### src/rtl/axi_arbiter_s2m_n.sv
// ---------------------------------------------------------------------------
// axi_arbiter_s2m_n
//   Response-side (slave-to-master) arbiter for one AXI master. Two fully
//   independent round-robin arbiters pick which slave may drive the B and R
//   channels back to this master. A grant is held until the transfer
//   completes (the RLAST beat for R when LOCK_BURST=1, any beat otherwise;
//   any B beat), followed by one idle re-arbitration cycle.
//
// Ports
//   AXI_CLK            clock, all logic on its rising edge
//   AXI_RST            synchronous active-high reset
//   BSELECT/BVALID     per-slave B request (slave targets this master, valid)
//   BREADY             per-slave view of the master's BREADY
//   BGRANT/BGRANT_ID   one-hot B grant and its binary index (index valid
//   BBUSY              while BBUSY=1); BBUSY = B grant held
//   RSELECT/RVALID/    per-slave R request, handshake and last-beat flag
//   RREADY/RLAST
//   RGRANT/RGRANT_ID   one-hot R grant and its binary index (index valid
//   RBUSY              while RBUSY=1); RBUSY = R grant held
// ---------------------------------------------------------------------------

// One channel's arbiter: IDLE/BUSY FSM with registered grant outputs.
module axi_arbiter_s2m_n_chan #(
    parameter int NUM_SLV = 4,
    parameter int IDW     = 2
) (
    input  logic               AXI_CLK,
    input  logic               AXI_RST,
    input  logic [NUM_SLV-1:0] SELECT,
    input  logic [NUM_SLV-1:0] VALID,
    input  logic [NUM_SLV-1:0] READY,
    input  logic [NUM_SLV-1:0] LASTQ,
    output logic [NUM_SLV-1:0] GRANT,
    output logic [IDW-1:0]     GRANT_ID,
    output logic               BUSY
);

    typedef enum logic {ST_IDLE, ST_BUSY} state_t;

    state_t             state_q, state_d;
    logic [IDW-1:0]     ptr_q, ptr_d;
    logic [NUM_SLV-1:0] grant_d;
    logic [IDW-1:0]     grant_id_d;
    logic               busy_d;

    logic [NUM_SLV-1:0] req;
    logic               found;
    logic [IDW-1:0]     winner;
    logic               done;

    assign req  = SELECT & VALID;
    // Only the holder's own handshake on its final beat ends the grant.
    assign done = |(GRANT & VALID & READY & LASTQ);

    // Round-robin search: first requester strictly after the last holder,
    // wrapping from NUM_SLV-1 back to 0.
    always_comb begin
        int idx;
        found  = 1'b0;
        winner = '0;
        idx    = 0;
        for (int k = 1; k <= NUM_SLV; k++) begin
            idx = int'(ptr_q) + k;
            if (idx >= NUM_SLV) idx = idx - NUM_SLV;
            if (!found && req[idx]) begin
                found  = 1'b1;
                winner = IDW'(idx);
            end
        end
    end

    // NOTE: every signal driven here gets a default first, so no path
    // through the case leaves one unassigned and no latch is inferred.
    always_comb begin
        state_d    = state_q;
        ptr_d      = ptr_q;
        grant_d    = GRANT;
        grant_id_d = GRANT_ID;
        busy_d     = BUSY;
        case (state_q)
            ST_IDLE: begin
                grant_d = '0;
                busy_d  = 1'b0;
                if (found) begin
                    state_d    = ST_BUSY;
                    grant_d    = NUM_SLV'(1) << winner;
                    grant_id_d = winner;
                    busy_d     = 1'b1;
                end
            end
            ST_BUSY: begin
                // Grant is frozen regardless of request changes until done.
                if (done) begin
                    state_d = ST_IDLE;
                    grant_d = '0;
                    busy_d  = 1'b0;
                    ptr_d   = GRANT_ID;
                end
            end
            default: begin
                state_d = ST_IDLE;
                grant_d = '0;
                busy_d  = 1'b0;
            end
        endcase
    end

    // NOTE: state is updated with non-blocking assignments so every
    // register samples the pre-edge values computed above.
    always_ff @(posedge AXI_CLK) begin
        if (AXI_RST) begin
            state_q  <= ST_IDLE;
            ptr_q    <= IDW'(NUM_SLV - 1);   // slave 0 has first priority
            GRANT    <= '0;
            GRANT_ID <= '0;
            BUSY     <= 1'b0;
        end else begin
            state_q  <= state_d;
            ptr_q    <= ptr_d;
            GRANT    <= grant_d;
            GRANT_ID <= grant_id_d;
            BUSY     <= busy_d;
        end
    end

endmodule

module axi_arbiter_s2m_n #(
    parameter int NUM_SLV    = 4,
    parameter int LOCK_BURST = 1,
    parameter int IDW        = 2
) (
    input  logic               AXI_CLK,
    input  logic               AXI_RST,
    input  logic [NUM_SLV-1:0] BSELECT,
    input  logic [NUM_SLV-1:0] BVALID,
    input  logic [NUM_SLV-1:0] BREADY,
    output logic [NUM_SLV-1:0] BGRANT,
    output logic [IDW-1:0]     BGRANT_ID,
    output logic               BBUSY,
    input  logic [NUM_SLV-1:0] RSELECT,
    input  logic [NUM_SLV-1:0] RVALID,
    input  logic [NUM_SLV-1:0] RREADY,
    input  logic [NUM_SLV-1:0] RLAST,
    output logic [NUM_SLV-1:0] RGRANT,
    output logic [IDW-1:0]     RGRANT_ID,
    output logic               RBUSY
);

    logic [NUM_SLV-1:0] b_lastq;
    logic [NUM_SLV-1:0] r_lastq;

    // B responses are single-beat; R releases on RLAST only when locking.
    assign b_lastq = '1;
    assign r_lastq = (LOCK_BURST != 0) ? RLAST : '1;

    axi_arbiter_s2m_n_chan #(.NUM_SLV(NUM_SLV), .IDW(IDW)) u_b_arb (
        .AXI_CLK  (AXI_CLK),
        .AXI_RST  (AXI_RST),
        .SELECT   (BSELECT),
        .VALID    (BVALID),
        .READY    (BREADY),
        .LASTQ    (b_lastq),
        .GRANT    (BGRANT),
        .GRANT_ID (BGRANT_ID),
        .BUSY     (BBUSY)
    );

    axi_arbiter_s2m_n_chan #(.NUM_SLV(NUM_SLV), .IDW(IDW)) u_r_arb (
        .AXI_CLK  (AXI_CLK),
        .AXI_RST  (AXI_RST),
        .SELECT   (RSELECT),
        .VALID    (RVALID),
        .READY    (RREADY),
        .LASTQ    (r_lastq),
        .GRANT    (RGRANT),
        .GRANT_ID (RGRANT_ID),
        .BUSY     (RBUSY)
    );

endmodule

### config.mk
export PLATFORM = sky130hd
export DESIGN_NAME = axi_arbiter_s2m_n
export DESIGN_NICKNAME = d
export VERILOG_FILES = /design/src/rtl/axi_arbiter_s2m_n.sv
export SDC_FILE = /design/constraint.sdc
export NUM_CORES = 1
export LEC_CHECK = 0
export ABC_AREA = 1
export CAP_MARGIN = 20
export CORE_MARGIN = 10
export CORE_UTILIZATION = 47
export DETAILED_ROUTE_END_ITERATION = 10
export HOLD_SLACK_MARGIN = 0.12
export PLACE_DENSITY_LB_ADDON = 0.05
export SKIP_CTS_REPAIR_TIMING = 1
export SYNTH_ARGS = -nofsm -noshare
export SYNTH_HDL_FRONTEND = slang
export SYNTH_SLANG_ARGS = --single-unit
### constraint.sdc
create_clock -name AXI_CLK -period 1.7 [get_ports AXI_CLK]
set_input_delay 0.255 -clock AXI_CLK [delete_from_list [all_inputs] [get_ports AXI_CLK]]
set_output_delay 0.255 -clock AXI_CLK [all_outputs]
set_load 0.01 [all_outputs]
==> impl_results.md, run 1 <==
* Yosys reg bits at 20
* Register area share after synthesis at 27.37%
* Clk sink count at 20
* Most frequent cells after synthesis: nand2_1 (76), nand3_1 (29), dfxtp_1 (20)
* Final Max Tran Viols at 0
* Avg Cell Area, Syn at 6.530 um2
* Clock transition at the registers of the reported paths at 0.10 ns
* Number of setup violations in the final report at 0
* Multi-input combinational cell area at 987.2 um2
* R2r setup slk at 0.09 ns
* Crit Reg-Reg Startpoint: u_b_arb.ptr_q[0]
* Hold path start: u_b_arb.BUSY
* Fmax at 622.3 MHz
* Layout fillers at 264
* CP Launch Point: u_b_arb.ptr_q[0]
* Slowest-stage cell, CP: dfxtp_2
* Crit path time final at 1.607 ns
* Fin Setup TNS at 0 ns
* Clock skew at 0.0008230 ns
* Final WL at 4063 um
* Via/cell ratio at 4.920
* Synth Instances at 224
* Number of global-route vias before repair at 1500
* Critical path endpoint category: register
* Power density over cell area at 716.9 mW/mm2
* Routed Antenna Nets at 0
* Worst-path cell chain: buf_4 > nand3_1 > o21ai_1 > o21ai_2 > nand4_1 > nand2_2 > inv_2 > o21ai_0 > a21oi_1
* Status: finished clean
* DR vias at 1609
* Post-Syn Area at 0.001463 mm2
* Area grow syn2layout at 44.05%
* Top area cells in the synthesized netlist: dfxtp_1 (27%), nand2_1 (20%), nand3_1 (9.9%)
* Fin area at 0.002107 mm2
* Type of origin of the critical path: register
* Initial antenna violation count at 0
* Worst-path maximum fanout at 6
* Ys flop type: dfxtp_1
* CTS Buf Count at 3
* Number of cell rows at 20
* Chip height at 75.79 um
* Share of layout cells above drive strength 1 at 25.80%
* Hold Path Class: register to register
* Die ar. at 0.005743 mm2
* Drt wl/cell at 12.43 um
* Worst vdd ir at 0.0005331 V
* Top cell type's share of synthesized area at 27.37%
* Max-slew headroom at 86.34%
* Iter 0 DRT Violations at 187
* CP endpoint: u_b_arb.GRANT_ID[1]
* Leakage at 0.9442 nW
* Critical Path RT at 1.90 ns
* Global placement routability congestion at 0.9279
* CTS tree: built
* FF+latch area at 410.4 um2
* GRT Overall Usage at 14.71%
* Hold_ws at 0.4712 ns
* Detail Placement HPWL at 3305 um
* Number of iterations in the first detailed-routing pass at 4
* Pre-CTS setup slack at -0.1948 ns
* Core area at 0.003028 mm2
* Hold Vio Cnt, Final at 0
* Slew of the pin with the lowest slew margin at 0.2035 ns
* Max incr delay on CP at 0.34 ns
* Hold path depth at 2
* Yosys cell types at 27
* Max-Cap Viols at 0
* Final worst slack at 0.09306 ns
* Fin nets at 315
* R2r endpoint: u_b_arb.GRANT_ID[1]
* Initial Utilization at 48.31%
* Die X-Extent at 75.79 um
* Cell Area, Placed at 0.002024 mm2
* Root Buffer: clkbuf_4
* Clk buf depth at 2
* WS Path Type: register to register
* Largest area contributor in the netlist: dfxtp_1
* Final Cycle Share at 94.53%
* I/O pin total at 44
* Synthesized net count at 254
* Htree depth at 1
* # port buffers at 43
* Post-synth EDFFs at 0
* Largest net degree at the start of global routing at 14
* Diodes inserted at 0
* Most common cell in the netlist: nand2_1
* Drc violations at 0
* GR Overflow Total at 0
* FF-to-FF path depth at 9
* Asr flop ratio synth at 0%
* Yosys Warn Count at 0
* Skew-Pair Late Insertion Delay at 0.30 ns
* CP arrival at 1.81 ns
* First-pass GRT wire length at 6713 um
[worst max-delay path: cells and delay by family (launching register included)]
family,cells,cell delay (ns)
flip-flops,1,0.34
AO/OA/AOI/OAI,4,0.51
AND/OR/NAND/NOR,3,0.40
buffers and inverters,2,0.24
[sequential cells by signal (all words and copies together) (netlist names), 2 cells and up]
name              count
u_b_arb.GRANT         4
u_r_arb.GRANT         4
u_b_arb.GRANT_ID      2
u_b_arb.ptr_q         2
u_r_arb.GRANT_ID      2
u_r_arb.ptr_q         2
[power by group]
group | internal, mW | switching [mW] | leakage (nW)
Sequential | 0.531 | 0.0504 | 0.163
Clock | 0.0826 | 0.139 | 0.0138
Combinational | 0.344 | 0.364 | 0.767
Total | 0.957 | 0.553 | 0.944
[worst min path at each step]
| stage | endpoint | slack (ns) |
|---|---|---|
| 6_report | u_b_arb.BUSY | 0.47 |
| 5_1_grt | u_b_arb.BUSY | 0.50 |
| 4_1_cts | u_b_arb.BUSY | 0.48 |
| 3_5_place_dp | u_b_arb.BUSY | 0.46 |
| 3_3_place_gp | u_r_arb.BUSY | 0.46 |
| 2_1_floorplan | u_r_arb.GRANT[1] | 0.32 |
[placed cells by master (no fill, tap or decap)]
cell	Yosys	final
nand2_1	76	71
xor2_4	0	1
a31oi_1	1	1
a21boi_2	1	1
xnor2_4	0	1
nor2_4	1	1
nand2_4	0	1
nor3_2	1	1
inv_2	3	3
a21oi_2	6	6
o21ai_1	1	3
nor2_2	6	7
inv_4	1	1
inv_1	13	13
buf_4	0	18
nand2_2	15	19
nand3_1	29	29
nand4_1	11	11
o21ai_0	3	1
o21ai_2	1	1
dfxtp_1	20	16
o211ai_1	4	4
dfxtp_2	0	2
dfxtp_4	0	2
clkdlybuf4s50_1	0	43
clkbuf_4	0	3
a21oi_1	8	8
nor2_1	11	10
nand3_2	5	5
[kinds of logic (layout without fill, tap and decap cells)]
logic type      after synthesis  count (layout)  share of synthesized area [%]
simple gates                155             155                          50.81
compound gates               25              25                          11.55
buf+inv                      22              81                          8.041
flops                        20              20                          27.37
xor+xnor                      2               2                          2.225
[cell type report]
| type | count | area share [%] |
|---|---|---|
| sequential | 20 | 19.48 |
| tap | 44 | 2.613 |
| inverter | 17 | 3.147 |
| multi-input combinational | 182 | 46.85 |
| clock buffer | 3 | 1.069 |
| timing repair buffer | 61 | 26.84 |
[routing by layer]
layer  share of wire, %  GRT usage, %  vias to the layer above
li1                   -             -                      864
met1                 47         20.48                      708
met2                 47         21.98                       33
met3                5.3         3.385                        4
met4               0.66         3.918                        0
met5                  0             0                        -
[metrics by stage]
stage	power, mW	util [%]	instances
3_5_place_dp	1.260	66.86	323
3_3_place_gp	1.254	66.86	323
4_1_cts	1.483	67.60	326
6_report	1.511	69.59	327
2_1_floorplan	0.9496	-	224
5_1_grt	1.627	69.59	327
(Power assumes the default switching activity.)
==> run 2: changes to the inputs <==
- CORE_MARGIN: 10 -> 2
==> run 2 against run 1 <==
  * Die area is 38% lower
  * Final cell count is 3.1% lower
  * Critical path depth is 3 higher
==> impl_results.md, run 2 (same netlist as run 1, synthesis figures left out) <==
* Status: finished clean
* Via/cell ratio at 5.221 (+6.1%)
* Number of setup violations in the final report at 0 (unchanged)
* Root Buffer: clkbuf_4
* Crit path time final at 1.576 ns (-0.03120 ns)
* CTS tree: built
* Area grow syn2layout at 44.31%
* R2r setup slk at 0.12 ns (+0.03 ns)
* Fin Setup TNS at 0 ns (unchanged)
* Critical Path RT at 1.94 ns (+0.04 ns)
* Clk buf depth at 2 (unchanged)
* Pre-CTS setup slack at -0.1701 ns (+0.02468 ns)
* Final worst slack at 0.1243 ns (+0.03120 ns)
* Number of global-route vias before repair at 1544 (+2.9%)
* Cell Area, Placed at 0.002018 mm2 (-0.31%)
* Max-Cap Viols at 0 (unchanged)
* Share of layout cells above drive strength 1 at 24.30% (-1.5 points)
* Layout fillers at 280 (+6.1%)
* I/O pin total at 44 (unchanged)
* Initial Utilization at 48.71% (+0.40 points)
* R2r endpoint: u_r_arb.GRANT[1]
* Drt wl/cell at 11.64 um (-6.3%)
* Skew-Pair Late Insertion Delay at 0.30 ns (about the same)
* GR Overflow Total at 0 (unchanged)
* Largest net degree at the start of global routing at 14 (unchanged)
* Clock transition at the registers of the reported paths at 0.12 ns (+0.02 ns)
* RSZ-0062 raised after global routing: yes
* Detail Placement HPWL at 2925 um (-11%)
* Most common cell after layout, fill and taps aside: nand2_1
* Worst vdd ir at 0.0005244 V (-1.6%)
* Multi-input combinational cell area at 979.7 um2 (-0.76%)
* Commonest non-fill, non-tap cells in the layout: nand2_1 (76), clkdlybuf4s50_1 (43), nand3_1 (29), buf_4 (18), dfxtp_1 (16)
* CP arrival at 1.82 ns (about the same)
* DR vias at 1655 (+2.9%)
* Core area at 0.003003 mm2 (-0.83%)
* Top Registers: u_b_arb.GRANT (4), u_r_arb.GRANT (4)
* Clock skew at 0.007163 ns (+0.006340 ns)
* Final WL at 3691 um (-9.2%)
* CP endpoint: u_r_arb.GRANT[1]
* Chip height at 59.79 um (-21%)
* Max-slew headroom at 84.77% (-1.6 points)
* First-pass GRT wire length at 6154 um (-8.3%)
* Die ar. at 0.003574 mm2 (-38%)
* Global placement routability congestion at 0.9319 (+0.43%)
* Die X-Extent at 59.79 um (-21%)
* Fmax at 634.6 MHz (+2.0%)
* Worst-path maximum fanout at 9 (+3)
* Htree depth at 1 (unchanged)
* FF-to-FF path depth at 12 (+3)
* # port buffers at 43 (unchanged)
* Routed Antenna Nets at 0 (unchanged)
* Hold Path Class: register to register
* Number of iterations in the first detailed-routing pass at 4 (unchanged)
* Diodes inserted at 0 (unchanged)
* Slew of the pin with the lowest slew margin at 0.2282 ns (+0.02467 ns)
* CTS Buf Count at 3 (unchanged)
* Fin nets at 315 (unchanged)
* FF+latch area at 405.4 um2 (-1.2%)
* Leakage at 0.9578 nW (+1.4%)
* Crit Reg-Reg Startpoint: u_r_arb.ptr_q[0]
* Final Core Density at 70.29% (+0.70 points)
* WS Path Type: register to register
* GRT Overall Usage at 22.31% (+7.6 points)
* Final Max Tran Viols at 0 (unchanged)
* Drc violations at 0 (unchanged)
* Critical path endpoint category: register
* Hold Vio Cnt, Final at 0 (unchanged)
* Type of origin of the critical path: register
* Iter 0 DRT Violations at 78 (-58%)
* Final Cycle Share at 92.69% (-1.8 points)
* CP Launch Point: u_r_arb.ptr_q[0]
* Number of cell rows at 20 (unchanged)
* Fin area at 0.002111 mm2 (+0.18%)
* Power density over cell area at 785.1 mW/mm2 (+9.5%)
* Initial antenna violation count at 0 (unchanged)
* Clk sink count at 20 (unchanged)
==> run 2: layer usage <==
metal | vias to the layer above | track usage (%) | wire length, um
met3 | 6 | 4.329 | 227
met4 | 0 | 6.032 | 54
li1 | 860 | - | -
met2 | 61 | 43.63 | 1897
met5 | - | 0 | 0
met1 | 728 | 23.78 | 1511
==> run 2: power breakdown <==
| group | internal (mW) | switching (mW) | total [mW] |
|---|---|---|---|
| Sequential | 0.533 | 0.0477 | 0.580 |
| Clock | 0.238 | 0.153 | 0.392 |
| Combinational | 0.331 | 0.354 | 0.685 |
| Total | 1.10 | 0.555 | 1.66 |
==> run 2: how the worst min path moves through the flow <==
| stage | depth (start not counted) | slack, ns | startpoint | to |
|---|---|---|---|---|
| finish | 2 | 0.47 | u_b_arb.BUSY | u_b_arb.BUSY |
| global route | 2 | 0.49 | u_b_arb.BUSY | u_b_arb.BUSY |
| CTS | 2 | 0.48 | u_b_arb.BUSY | u_b_arb.BUSY |
| detailed placement | 2 | 0.46 | u_b_arb.BUSY | u_b_arb.BUSY |
| global placement | 2 | 0.45 | u_r_arb.BUSY | u_r_arb.BUSY |
| floorplan | 1 | 0.32 | AXI_RST | u_r_arb.GRANT[1] |
==> run 2: layout make-up <==
cell class | count | share of cell area, %
clock inverters | 1 | 1.423
clock buffers | 3 | 1.067
inverters | 17 | 3.142
repair buffers | 61 | 26.79
well taps | 33 | 1.956
flip-flops and latches | 20 | 19.21
multi-input cells | 182 | 46.41
==> run 2: stage by stage <==
| stage | hold slack (ns) | std cells | total power, mW |
|---|---|---|---|
| detailed placement | 0.4565 | 313 | 1.250 |
| global route | 0.4902 | 317 | 1.763 |
| floorplan | 0.3174 | 224 | 0.9496 |
| CTS | 0.4762 | 317 | 1.643 |
| finish | 0.4740 | 317 | 1.657 |
| global placement | 0.4517 | 313 | 1.243 |
==> run 2: critical path: stages (launching register included) <==
cell and delay [ns]:
dfxtp_2 0.36, buf_4 0.16, nand2_1 0.07, nand2_1 0.13, nand2_1 0.12, nand2_2 0.08
nand2_2 0.06, nand2_2 0.06, nor2_2 0.12, nand2_1 0.09, nand2_2 0.09, nand3_2 0.07
a21oi_2 0.11
==> run 3: changes to the inputs <==
- HOLD_SLACK_MARGIN: 0.12 -> 0.15
==> results of run 3 <==
Same layout as run 2: the final DEF is identical, and so are final timing and power.
